File: src/rtl/mdio_responder.sv
// MDIO Clause 22 PHY-side responder: decodes oversampled MDC/MDIO frames onto a 32 x 16-bit register port.
// Build option MDIO_RESP_BCAST_EN: write frames to PHY address 0 are also accepted.
module mdio_responder #(
    parameter logic [4:0] PhyAddr    = 5'd1,
    parameter int         SyncStages = 2
) (
    input  logic        clk,
    input  logic        rst_n,
    input  logic        mdc,
    input  logic        mdio_in,
    output logic        mdio_out,
    output logic        mdio_oen,
    output logic [4:0]  reg_addr,
    output logic        reg_rd,
    input  logic [15:0] reg_rdata,
    output logic        reg_wr,
    output logic [15:0] reg_wdata,
    output logic        frame_err
);

    typedef enum logic [2:0] {
        S_IDLE, S_ST, S_OP, S_PHYAD, S_REGAD, S_TA, S_DATA
    } state_t;

    logic [SyncStages-1:0] mdc_sync_reg, mdio_sync_reg;
    logic                  mdc_dly_reg;
    logic                  mdc_s, mdio_s, mdc_rise, mdc_fall;

    state_t      state_reg, state_next;
    logic [3:0]  bit_cnt_reg, bit_cnt_next;
    logic [5:0]  pre_cnt_reg, pre_cnt_next;
    logic        op_reg, op_next;
    logic [3:0]  phy_sh_reg, phy_sh_next;
    logic [3:0]  reg_sh_reg, reg_sh_next;
    logic        is_read_reg, is_read_next;
    logic        match_reg, match_next;
    logic [14:0] wsh_reg, wsh_next;
    logic [15:0] rsh_reg, rsh_next;
    logic [1:0]  rd_dly_reg;
    logic [4:0]  reg_addr_reg, reg_addr_next;
    logic [15:0] reg_wdata_reg, reg_wdata_next;
    logic        reg_rd_reg, reg_rd_next;
    logic        reg_wr_reg, reg_wr_next;
    logic        frame_err_reg, frame_err_next;
    logic        mdio_out_reg, mdio_out_next;
    logic        mdio_oen_reg, mdio_oen_next;
    logic [4:0]  phy_full;
    logic        bcast_hit;

    assign mdc_s    = mdc_sync_reg[SyncStages-1];
    assign mdio_s   = mdio_sync_reg[SyncStages-1];
    assign mdc_rise = mdc_s & ~mdc_dly_reg;
    assign mdc_fall = ~mdc_s & mdc_dly_reg;
    assign phy_full = {phy_sh_reg, mdio_s};

`ifdef MDIO_RESP_BCAST_EN
    assign bcast_hit = (phy_full == 5'd0) && !is_read_reg;
`else
    assign bcast_hit = 1'b0;
`endif

    always_comb begin
        state_next     = state_reg;
        bit_cnt_next   = bit_cnt_reg;
        pre_cnt_next   = pre_cnt_reg;
        op_next        = op_reg;
        phy_sh_next    = phy_sh_reg;
        reg_sh_next    = reg_sh_reg;
        is_read_next   = is_read_reg;
        match_next     = match_reg;
        wsh_next       = wsh_reg;
        rsh_next       = rsh_reg;
        reg_addr_next  = reg_addr_reg;
        reg_wdata_next = reg_wdata_reg;
        reg_rd_next    = 1'b0;
        reg_wr_next    = 1'b0;
        frame_err_next = 1'b0;
        mdio_out_next  = mdio_out_reg;
        mdio_oen_next  = mdio_oen_reg;

        // Read data arrives a fixed two cycles after the read strobe
        if (rd_dly_reg[1]) begin
            rsh_next = reg_rdata;
        end

        if (mdc_rise) begin
            case (state_reg)
                S_IDLE: begin
                    if (mdio_s) begin
                        if (pre_cnt_reg != 6'd32) pre_cnt_next = pre_cnt_reg + 6'd1;
                    end else begin
                        pre_cnt_next = 6'd0;
                        if (pre_cnt_reg == 6'd32) state_next = S_ST;
                    end
                end
                S_ST: begin
                    bit_cnt_next = 4'd0;
                    if (mdio_s) begin
                        state_next = S_OP;
                    end else begin
                        frame_err_next = 1'b1;
                        state_next     = S_IDLE;
                    end
                end
                S_OP: begin
                    if (bit_cnt_reg == 4'd0) begin
                        op_next      = mdio_s;
                        bit_cnt_next = 4'd1;
                    end else begin
                        bit_cnt_next = 4'd0;
                        // Only 10 (read) and 01 (write) are legal opcodes
                        if (op_reg ^ mdio_s) begin
                            is_read_next = op_reg;
                            state_next   = S_PHYAD;
                        end else begin
                            frame_err_next = 1'b1;
                            state_next     = S_IDLE;
                        end
                    end
                end
                S_PHYAD: begin
                    phy_sh_next = phy_full[3:0];
                    if (bit_cnt_reg == 4'd4) begin
                        bit_cnt_next = 4'd0;
                        match_next   = (phy_full == PhyAddr) || bcast_hit;
                        state_next   = S_REGAD;
                    end else begin
                        bit_cnt_next = bit_cnt_reg + 4'd1;
                    end
                end
                S_REGAD: begin
                    reg_sh_next = {reg_sh_reg[2:0], mdio_s};
                    if (bit_cnt_reg == 4'd4) begin
                        bit_cnt_next  = 4'd0;
                        reg_addr_next = {reg_sh_reg, mdio_s};
                        reg_rd_next   = is_read_reg && match_reg;
                        state_next    = S_TA;
                    end else begin
                        bit_cnt_next = bit_cnt_reg + 4'd1;
                    end
                end
                S_TA: begin
                    if (bit_cnt_reg == 4'd0) begin
                        bit_cnt_next = 4'd1;
                    end else begin
                        bit_cnt_next = 4'd0;
                        state_next   = S_DATA;
                    end
                end
                S_DATA: begin
                    wsh_next = {wsh_reg[13:0], mdio_s};
                    if (bit_cnt_reg == 4'd15) begin
                        bit_cnt_next = 4'd0;
                        state_next   = S_IDLE;
                        if (!is_read_reg && match_reg) begin
                            reg_wdata_next = {wsh_reg, mdio_s};
                            reg_wr_next    = 1'b1;
                        end
                    end else begin
                        bit_cnt_next = bit_cnt_reg + 4'd1;
                    end
                end
                default: state_next = S_IDLE;
            endcase
        end else if (mdc_fall) begin
            if (is_read_reg && match_reg) begin
                if (state_reg == S_TA && bit_cnt_reg == 4'd1) begin
                    mdio_oen_next = 1'b0;
                    mdio_out_next = 1'b0;
                end else if (state_reg == S_DATA) begin
                    mdio_out_next = rsh_reg[15];
                    rsh_next      = {rsh_reg[14:0], 1'b0};
                end
            end
            // The fall after the last data bit lands in IDLE and releases the pad
            if (state_reg == S_IDLE) begin
                mdio_oen_next = 1'b1;
                mdio_out_next = 1'b1;
            end
        end
    end

    always_ff @(posedge clk or negedge rst_n) begin
        if (!rst_n) begin
            mdc_sync_reg  <= '0;
            mdio_sync_reg <= '1;
            mdc_dly_reg   <= 1'b0;
            state_reg     <= S_IDLE;
            bit_cnt_reg   <= 4'd0;
            pre_cnt_reg   <= 6'd0;
            op_reg        <= 1'b0;
            phy_sh_reg    <= 4'd0;
            reg_sh_reg    <= 4'd0;
            is_read_reg   <= 1'b0;
            match_reg     <= 1'b0;
            wsh_reg       <= 15'd0;
            rsh_reg       <= 16'd0;
            rd_dly_reg    <= 2'b00;
            reg_addr_reg  <= 5'd0;
            reg_wdata_reg <= 16'd0;
            reg_rd_reg    <= 1'b0;
            reg_wr_reg    <= 1'b0;
            frame_err_reg <= 1'b0;
            mdio_out_reg  <= 1'b1;
            mdio_oen_reg  <= 1'b1;
        end else begin
            mdc_sync_reg  <= {mdc_sync_reg[SyncStages-2:0], mdc};
            mdio_sync_reg <= {mdio_sync_reg[SyncStages-2:0], mdio_in};
            mdc_dly_reg   <= mdc_s;
            state_reg     <= state_next;
            bit_cnt_reg   <= bit_cnt_next;
            pre_cnt_reg   <= pre_cnt_next;
            op_reg        <= op_next;
            phy_sh_reg    <= phy_sh_next;
            reg_sh_reg    <= reg_sh_next;
            is_read_reg   <= is_read_next;
            match_reg     <= match_next;
            wsh_reg       <= wsh_next;
            rsh_reg       <= rsh_next;
            rd_dly_reg    <= {rd_dly_reg[0], reg_rd_reg};
            reg_addr_reg  <= reg_addr_next;
            reg_wdata_reg <= reg_wdata_next;
            reg_rd_reg    <= reg_rd_next;
            reg_wr_reg    <= reg_wr_next;
            frame_err_reg <= frame_err_next;
            mdio_out_reg  <= mdio_out_next;
            mdio_oen_reg  <= mdio_oen_next;
        end
    end

    assign mdio_out  = mdio_out_reg;
    assign mdio_oen  = mdio_oen_reg;
    assign reg_addr  = reg_addr_reg;
    assign reg_rd    = reg_rd_reg;
    assign reg_wr    = reg_wr_reg;
    assign reg_wdata = reg_wdata_reg;
    assign frame_err = frame_err_reg;

endmodule

File: config.mk
export PLATFORM = sky130hd
export DESIGN_NAME = mdio_responder
export DESIGN_NICKNAME = d
export VERILOG_FILES = /design/src/rtl/mdio_responder.sv
export SDC_FILE = /design/constraint.sdc
export NUM_CORES = 1
export LEC_CHECK = 0
export ABC_AREA = 1
export ABC_CLOCK_PERIOD_IN_PS = 1400
export CELL_PAD_IN_SITES_DETAIL_PLACEMENT = 1
export CELL_PAD_IN_SITES_GLOBAL_PLACEMENT = 1
export CORE_MARGIN = 3
export CORE_UTILIZATION = 38
export DETAILED_ROUTE_END_ITERATION = 7
export PLACE_DENSITY_LB_ADDON = 0.1
export SLEW_MARGIN = 30
export SYNTH_ARGS = -nofsm -noshare
export SYNTH_HDL_FRONTEND = slang
export SYNTH_SLANG_ARGS = --single-unit
File: constraint.sdc
create_clock -name clk -period 1.4 [get_ports clk]
set_clock_uncertainty 0.15 [all_clocks]
set_input_delay 0.42 -clock clk [delete_from_list [all_inputs] [get_ports clk]]
set_output_delay 0.42 -clock clk [all_outputs]
set_load 0.01 [all_outputs]
-- After elaboration in Yosys (flattened, before gate mapping)
Cells that the tools add are included.
- bits in registers: 88
- input port bits: 20
- output and inout port bits: 26
- logic and storage cells: 116
- add/subtract/negate cells: 2
- equality and inequality tests: 20
- muxes and demuxes: 41
- bitwise logic cells: 7
- reductions and logical operators: 25
- operators with widths (operator ; count):
    $mux 16 ; 6
    $mux 3 ; 7
    $pmux 3 s7 ; 1
    $mux 1 ; 19
    $pmux 4 s4 ; 1
    $reduce_and 4->1 ; 4
    $ne 2x2->1 const B ; 7
    $mux 6 ; 2
    $reduce_and 3->1 ; 4
    $eq 3x3->1 const B ; 3
    $mux 4 ; 2
    $reduce_and 2->1 ; 4
    $reduce_and 8->1 ; 1
    $add 6x1->6 const B ; 1
    $eq 3x2->1 const B ; 2
    $eq 6x6->1 const B ; 1
    $ne 6x6->1 const B ; 1
    $eq 5x1->1 const B ; 1
    $add 4x1->4 const B ; 1
    $eq 4x1->1 const B ; 1
    $eq 4x3->1 const B ; 1
    $eq 4x4->1 const B ; 1
    $logic_not 4->1 ; 1
    $mux 2 ; 2
    13 further kinds ; 21

-- Depth between registers and ports, before layout
Gate-level depths: netlist (run 1).
- depth in word-level cells: 6
- gate-level depth with buffers: 11
- gate-level depth less buffers: 11

-- Worst setup path after synthesis (run 1)
Ideal clock, no wire load.
- path type: reg-to-reg
- from: register bit_cnt_reg[0]
- to: register state_reg[2]
- setup time: 0.117 ns
- data arrival time: 1.333 ns
- required time: 1.133 ns
- setup slack: -0.200 ns
- cell stages (with the launch flop): 10
- buffers on the path: 0
- period minus slack after synthesis: 1.600 ns
- path through: dfrtp_1 > inv_1 > ha_1 > nand3_1 > nand3_1 > nand2_1 > nor2_1 > nand2_1 > nand2_1 > nand2_1
- longest elaborated chain between the ends: 3
- elaborated cells on any way between the ends: 9
- classes of those cells: eq/ne: 7; reduce/logical: 2
- ends and longest elaborated chain (item ; line ; text):
    start: declaration ; 30 ; logic [3:0] bit_cnt_reg, bit_cnt_next;
    start signal: assignment ; 211 ; bit_cnt_reg <= bit_cnt_next;
    $eq 4x4->1, or another cell as far along ; 152 ; if (bit_cnt_reg == 4'd15) begin
    $ne 2x2->1 (no source line) ; -- ;
    $reduce_and 8->1 (no source line) (*) ; -- ;
    end signal: assignment ; 210 ; state_reg <= state_next;
    end: declaration ; 29 ; state_t state_reg, state_next;
Every way passes the cells marked *; elsewhere a longest branch is shown, timed or not.
A chain may end at the register's enable or synchronous reset.

-- Worst setup path in the final report (run 1)
- from: register bit_cnt_reg[1]
- to: register reg_wdata_reg[10] (netlist: reg_wdata[10])
- longest elaborated chain between the ends: 2
- ends and longest elaborated chain (item ; line ; text):
    $eq 4x4->1 ; 152 ;
    $reduce_and 4->1 (no source line) ; -- ;
    end signal: assignment ; 222 ; reg_wdata_reg <= reg_wdata_next;
    end: declaration ; 41 ; logic [15:0] reg_wdata_reg, reg_wdata_next;
Every way passes these cells.

==> results of run 1 <==
where the power goes:
group	total, W	leakage [nW]	switching, W	internal, W
clock network	0.00198	0.111	0.000963	0.00102
logic	0.000327	1.80	0.000168	0.000159
registers	0.00259	1.12	0.0000173	0.00257
total	0.00489	3.04	0.00115	0.00375
cell usage in the layout, fill, tap and decap left out, types with 11 or more instances in the layout:
master / netlist / final
nand3_1: 28 / 18
dfrtp_1: 84 / 83
nor2_1: 20 / 11
nand2_2: 9 / 30
buf_2: 3 / 19
o21ai_1: 7 / 13
buf_6: 5 / 19
o21ai_2: 24 / 33
clkdlybuf4s50_1: 0 / 18
buf_4: 1 / 65
nand2_4: 0 / 26
nand2_1: 140 / 92
inv_2: 2 / 11
o21ai_0: 48 / 32
inv_1: 58 / 45
cell type report:
| class | instances | area, sq um |
|---|---|---|
| clock inverters | 6 | 91.3 |
| well taps | 136 | 170 |
| inverters | 61 | 254 |
| flip-flops and latches | 88 | 2210 |
| repair buffers | 136 | 1290 |
| fillers | 1177 | 4160 |
| multi-input cells | 309 | 2120 |
| clock buffers | 10 | 128 |
worst max-delay path: cells and delay by family (launching register included):
kind | cells | cell delay [ns]
buffers and inverters | 2 | 0.30
DFF | 1 | 0.40
AOI/OAI and AO/OA | 1 | 0.04
and+or+nand+nor | 5 | 0.50
adders and majority gates | 1 | 0.20
logic make-up after synthesis:
logic type | after synthesis
mux | 1
flops | 88
simple gates | 211
fa+ha+maj | 5
xor+xnor | 2
compound gates | 88
buf+inv | 76
stage by stage:
step	setup WS (ns)	util (%)	hold slack, ns
finish	-0.298	60.1	0.208
CTS	-0.203	54.3	0.206
floorplan	-0.144	-	-0.0256
detailed placement	-0.372	49.9	0.200
global placement	-0.343	49.9	0.186
global route	-0.369	60.1	0.212
layer usage:
layer / track usage (%) / up-vias / share of wire (%)
met5: 0 / - / 0
met4: 6.95 / 0 / 2.5
met3: 2.88 / 20 / 2.4
met2: 31.3 / 51 / 51
met1: 25.7 / 1835 / 44
li1: - / 1766 / -
how the worst min path moves through the flow:
stage	cells past startpoint	endpoint	from
floorplan	0	bit_cnt_reg[0]$_DFFE_PN0P_	rst_n
global placement	0	rd_dly_reg[1]$_DFF_PN0_	rd_dly_reg[0]$_DFF_PN0_
detailed placement	0	rd_dly_reg[1]$_DFF_PN0_	rd_dly_reg[0]$_DFF_PN0_
CTS	0	mdio_sync_reg[1]$_DFF_PN1_	mdio_sync_reg[0]$_DFF_PN1_
global route	0	mdio_sync_reg[1]$_DFF_PN1_	mdio_sync_reg[0]$_DFF_PN1_
finish	0	mdio_sync_reg[1]$_DFF_PN1_	mdio_sync_reg[0]$_DFF_PN1_
timing repair:
| action | in CTS | in global routing |
|---|---|---|
| pin swaps | 16 | 11 |
| hold endpoints to repair | 84 | 0 |
| hold buffers | 1 | 0 |
| setup endpoints to repair | 104 | 106 |
| gates resized for setup | 173 | 102 |
| gates cloned | 2 | 6 |
| setup buffers | 14 | 11 |
==> out/summary.txt, run 1 <==
Yosys cell types -> 33
Top cell type's share of synthesized area -> 51.2%
H-tree Lvls -> 3
Layout area overhead -> 52.5%
Max VDD drop -> 0.000564 V
Post-synth top flop -> dfrtp_1
WS Path Type -> register to register
TritonRoute pass-1 iters -> 4
Most frequent cell after synthesis -> nand2_1
Compound-Gate Fraction of Synth Area -> 13.2%
Final setup violation count -> 99
Vias per cell -> 4.92
Fin crit period -> 1.70 ns
Commonest cells post-synth -> nand2_1, dfrtp_1, inv_1
GRT Overall Usage -> 19.1%
Post-route cell area -> 6260 sq um
Antenna cells -> 0
Die W -> 110 um
Finished Layout Cells -> 746
Max-slew headroom -> 73.5%
Final hold vios -> 0
Starting Density -> 39.4%
CORE AREA -> 10400 sq um
Violated checks -> setup timing
DIE AREA -> 12100 sq um
Seq/Total Area, Yosys -> 53.8%
Power Dens Cells -> 782 nW/um^2
Worst R2R Start -> bit_cnt_reg[1]$_DFFE_PN0P_
Crit Reg-Reg Endpoint -> reg_wdata[10]$_DFFE_PN0P_
Global-route wire length before repair -> 18100 um
Synth async-reset ratio -> 100%
Synth area leaders -> dfrtp_1, nand2_1, o21ai_0
Post-route DRC violation count -> 0
Post-synth EDFFs -> 0
Std cell rows -> 37
Crit end category -> register
Slew Viols, Final -> 0
Synth Area in Adders -> 1.52%
Vias -> 3672
Status -> finished, violations left
Mean Syn Cell Area -> 8.72 sq um
Synth area leader -> dfrtp_1
Period utilization -> 121%
CP Cell Sequence -> ha_2, nand2_2, inv_2, nand2_4, nor3_4, nand2_4, clkbuf_16, nand2_2, o21ai_2
GRT overflow -> 0
I/O pin cnt -> 46
LEAKAGE -> 3.04 nW
CTS tree -> yes
Clock sink count -> 88
Crit-path max FO -> 8
Critical Path RT -> 1.51 ns
Synthesized area -> 4110 sq um
Number of buffers created by CTS -> 9
Crit path DAT -> 1.81 ns
Die Y -> 110 um
Hold crit path type -> register to register
Dpl cells -> 696
IO Port Bufs -> 45
Detail Route Antenna Nets -> 0
Iter 0 DRT Violations -> 117
CP startpoint -> bit_cnt_reg[1]$_DFFE_PN0P_
Worst setup margin -> -0.298 ns
Root buffer cell -> clkbuf_8
Final nets -> 630
Max incr delay on CP -> 0.40 ns
Routed WL -> 12200 um
Syn Inst Count -> 471
Slowest cell on crit path -> dfrtp_1
Clock Pin Slew Worst Setup and Hold Paths -> 0.09 ns
CTS max path bufs -> 2
GP Congestion -> 0.861
Largest family of logic cells by synthesized area -> simple AND/OR/NAND/NOR gates
Simple-gate portion of the synthesized area -> 22.5%
Synth warn -> 0
Worst setup path endpoint -> reg_wdata[10]$_DFFE_PN0P_
F_max -> 589 MHz
Worst setup SP type -> register
Slew @ Worst Pin -> 0.393 ns
Seq cells post-synth -> 88
Worst reg-to-reg setup slack -> -0.30 ns
Mux cell area share after synthesis -> 0.244%
Post-Syn Nets -> 496
Unrepaired setup endpoints after global routing -> yes
Share of layout cells above drive strength 1 -> 46.2%
Vias in the first global route -> 3769
Synth Area in XOR/XNOR -> 0.427%
Worst R2R Path Depth -> 9
Largest net degree at the start of global routing -> 51
Avg WL per Cell -> 16.4 um
Initial antenna violation count -> 0
Setup TNS -> -16.26 ns
Final HPWL DP -> 6960 um
Clk_lat worst skew -> 0.37 ns
Dpl cell area -> 5190 sq um
Total power -> 0.00489 W
MaxCap Viol Count -> 0
No activity file was read; power rests on OpenSTA's default activity.
==> run 2, diff against run 1 <==
--- a/config.mk
+++ b/config.mk
@@ -7,11 +7,13 @@
 export LEC_CHECK = 0
 export ABC_AREA = 1
 export ABC_CLOCK_PERIOD_IN_PS = 1400
+export CAP_MARGIN = 30
 export CELL_PAD_IN_SITES_DETAIL_PLACEMENT = 1
 export CELL_PAD_IN_SITES_GLOBAL_PLACEMENT = 1
 export CORE_MARGIN = 3
 export CORE_UTILIZATION = 38
 export DETAILED_ROUTE_END_ITERATION = 7
+export MAX_ROUTING_LAYER = met4
 export PLACE_DENSITY_LB_ADDON = 0.1
 export SLEW_MARGIN = 30
 export SYNTH_ARGS = -nofsm -noshare
==> run 2 against run 1 <==
Against the previous run: the run still ends with setup timing left; first-iteration DRC count is 45% higher; sequential power hardly changed; largest power group unchanged; maximum frequency is 0.46% lower; worst setup slack worse by 0.0078 ns; cell count is 3.6% higher; critical endpoint is now state_reg[0]$_DFFE_PN0P_; critical path type unchanged; wire length is 20% higher.
==> out/summary.txt, run 2 (synthesis gave the netlist of run 1 again) <==
Worst reg-to-reg setup slack -> -0.31 ns (about the same)
CTS tree -> yes
Slew @ Worst Pin -> 0.394 ns (+0.00180 ns)
MaxCap Viol Count -> 0 (unchanged)
Final core occ -> 65.1% (+5.0 points)
WS Path Type -> register to register
Clock Pin Slew Worst Setup and Hold Paths -> 0.10 ns (about the same)
Layout area overhead -> 65.1%
Max-slew headroom -> 73.4% (-0.12 points)
GRT overflow -> 0 (unchanged)
CORE AREA -> 10400 sq um (unchanged)
Crit-path max FO -> 4 (-4)
Critical Path RT -> 1.56 ns (+0.05 ns)
Antenna cells -> 0 (unchanged)
Vias -> 3869 (+5.4%)
F_max -> 586 MHz (-0.46%)
GRT Overall Usage -> 21.1% (+2.0 points)
Iter 0 DRT Violations -> 170 (+45%)
Hold Path End -> mdc_sync_reg[1]$_DFF_PN0_
Max VDD drop -> 0.000553 V (-2.1%)
Die Y -> 110 um (unchanged)
Hold crit path type -> register to register
Power Dens Cells -> 714 nW/um^2 (-8.7%)
Routed WL -> 14700 um (+20%)
Fill cells -> 1120 (-4.8%)
Hold Path Cell Cnt -> 0 (unchanged)
Worst R2R Start -> bit_cnt_reg[1]$_DFFE_PN0P_
Clk_lat worst skew -> 0.38 ns (about the same)
Crit path DAT -> 1.86 ns (+0.05 ns)
Initial antenna violation count -> 0 (unchanged)
Starting Density -> 39.4% (unchanged)
IO Port Bufs -> 45 (unchanged)
Min Hold Slack -> 0.209 ns (+0.000295 ns)
Vias in the first global route -> 3893 (+3.3%)
Final nets -> 657 (+4.3%)
Crit end category -> register
TritonRoute pass-1 iters -> 4 (unchanged)
Unrepaired setup endpoints after global routing -> yes
CTS max path bufs -> 2 (unchanged)
Worst R2R Path Depth -> 10 (+1)
Finished Layout Cells -> 773 (+3.6%)
Status -> finished, violations left
GP Congestion -> 0.837 (-2.8%)
Die W -> 110 um (unchanged)
Avg WL per Cell -> 19.0 um (+16%)
Root buffer cell -> clkbuf_8
Final HPWL DP -> 7180 um (+3.1%)
Violated checks -> setup timing
Global-route wire length before repair -> 19200 um (+6.2%)
Post-route DRC violation count -> 0 (unchanged)
Min-delay src -> mdc_sync_reg[0]$_DFF_PN0_
I/O pin cnt -> 46 (unchanged)
Std cell rows -> 37 (unchanged)
Worst setup SP type -> register
LEAKAGE -> 3.39 nW (+12%)
Most common cell after layout, fill and taps aside -> dfrtp_1
Final setup violation count -> 106 (+7.1%)
Vias per cell -> 5.01 (+1.7%)
Setup TNS -> -18.27 ns (-2.01 ns)
Period utilization -> 122% (+0.55 points)
Place WS -> -0.345 ns (+0.0267 ns)
Slew Viols, Final -> 0 (unchanged)
Worst setup margin -> -0.306 ns (-0.00777 ns)
Largest net degree at the start of global routing -> 47 (-7.8%)
DIE AREA -> 12100 sq um (unchanged)
Number of buffers created by CTS -> 9 (unchanged)
Clock sink count -> 88 (unchanged)
Most frequent cells in the layout -> dfrtp_1, buf_4, nand2_1
Detail Route Antenna Nets -> 0 (unchanged)
Final hold vios -> 0 (unchanged)
Dpl cells -> 703 (+1.0%)
Fin crit period -> 1.71 ns (+0.00777 ns)
H-tree Lvls -> 3 (unchanged)
Crit Reg-Reg Endpoint -> state_reg[0]$_DFFE_PN0P_
Share of layout cells above drive strength 1 -> 55.9% (+9.7 points)
[run 2: what timing repair did]
action                                 4_1_cts  5_1_grt
buffers inserted                            20       27
setup endpoints to repair                  104      107
gates resized for setup                    224      157
pin swaps                                   35       37
hold buffers                                 1        0
endpoints found under the hold margin       84        0
gates cloned                                 5        4
[run 2: per-layer routing]
metal	wire length [um]	GRT usage, %	up-vias	part of all wire (%)
met4	427	6.50	0	2.9
met2	7630	34.4	66	52
li1	-	-	1817	-
met1	6210	26.7	1956	42
met3	387	3.99	30	2.6
met5	0	-	-	0
[run 2: metrics by stage]
stage	cell area (sq um)	power, W
after floorplan	4160	0.00270
after global routing	6780	0.00502
after detailed placement	5260	0.00290
final	6780	0.00484
after global placement	5260	0.00289
after CTS	5980	0.00478
[run 2: critical path, cell delays in order, from the launching register on]
cell     delay (ns)
dfrtp_1        0.43
buf_4          0.16
inv_4          0.06
ha_4           0.15
nand3_4        0.13
nand3_2        0.11
nand2_2        0.07
nor2_4         0.12
buf_6          0.13
nand3_2        0.07
nand2_1        0.08
[run 2: report_power, final]
| part | switching (W) | leakage, nW | internal, W |
|---|---|---|---|
| Clock | 0.000996 | 0.0970 | 0.000881 |
| Sequential | 0.0000187 | 1.12 | 0.00257 |
| Combinational | 0.000198 | 2.17 | 0.000178 |
[run 2: worst max-delay path by stage]
stage,to,slack (ns),from,cells past startpoint
after global placement,reg_addr[0]$_DFFE_PN0P_,-0.31,bit_cnt_reg[0]$_DFFE_PN0P_,7
final,state_reg[0]$_DFFE_PN0P_,-0.31,bit_cnt_reg[1]$_DFFE_PN0P_,10
after detailed placement,reg_addr[2]$_DFFE_PN0P_,-0.35,bit_cnt_reg[1]$_DFFE_PN0P_,7
after floorplan,reg_wdata[13]$_DFFE_PN0P_,-0.14,bit_cnt_reg[0]$_DFFE_PN0P_,9
after global routing,state_reg[1]$_DFFE_PN0P_,-0.38,bit_cnt_reg[1]$_DFFE_PN0P_,10
after CTS,reg_wdata[0]$_DFFE_PN0P_,-0.26,bit_cnt_reg[1]$_DFFE_PN0P_,9
[run 2: layout make-up]
type,count,area (sq um),share of cell area (%)
inverters,61,249,3.67
clock buffers,12,145,2.14
flip-flops and latches,88,2210,32.6
clock inverters,4,51.3,0.757
well taps,136,170,2.51
repair buffers,163,1570,23.2
multi-input cells,309,2380,35.1
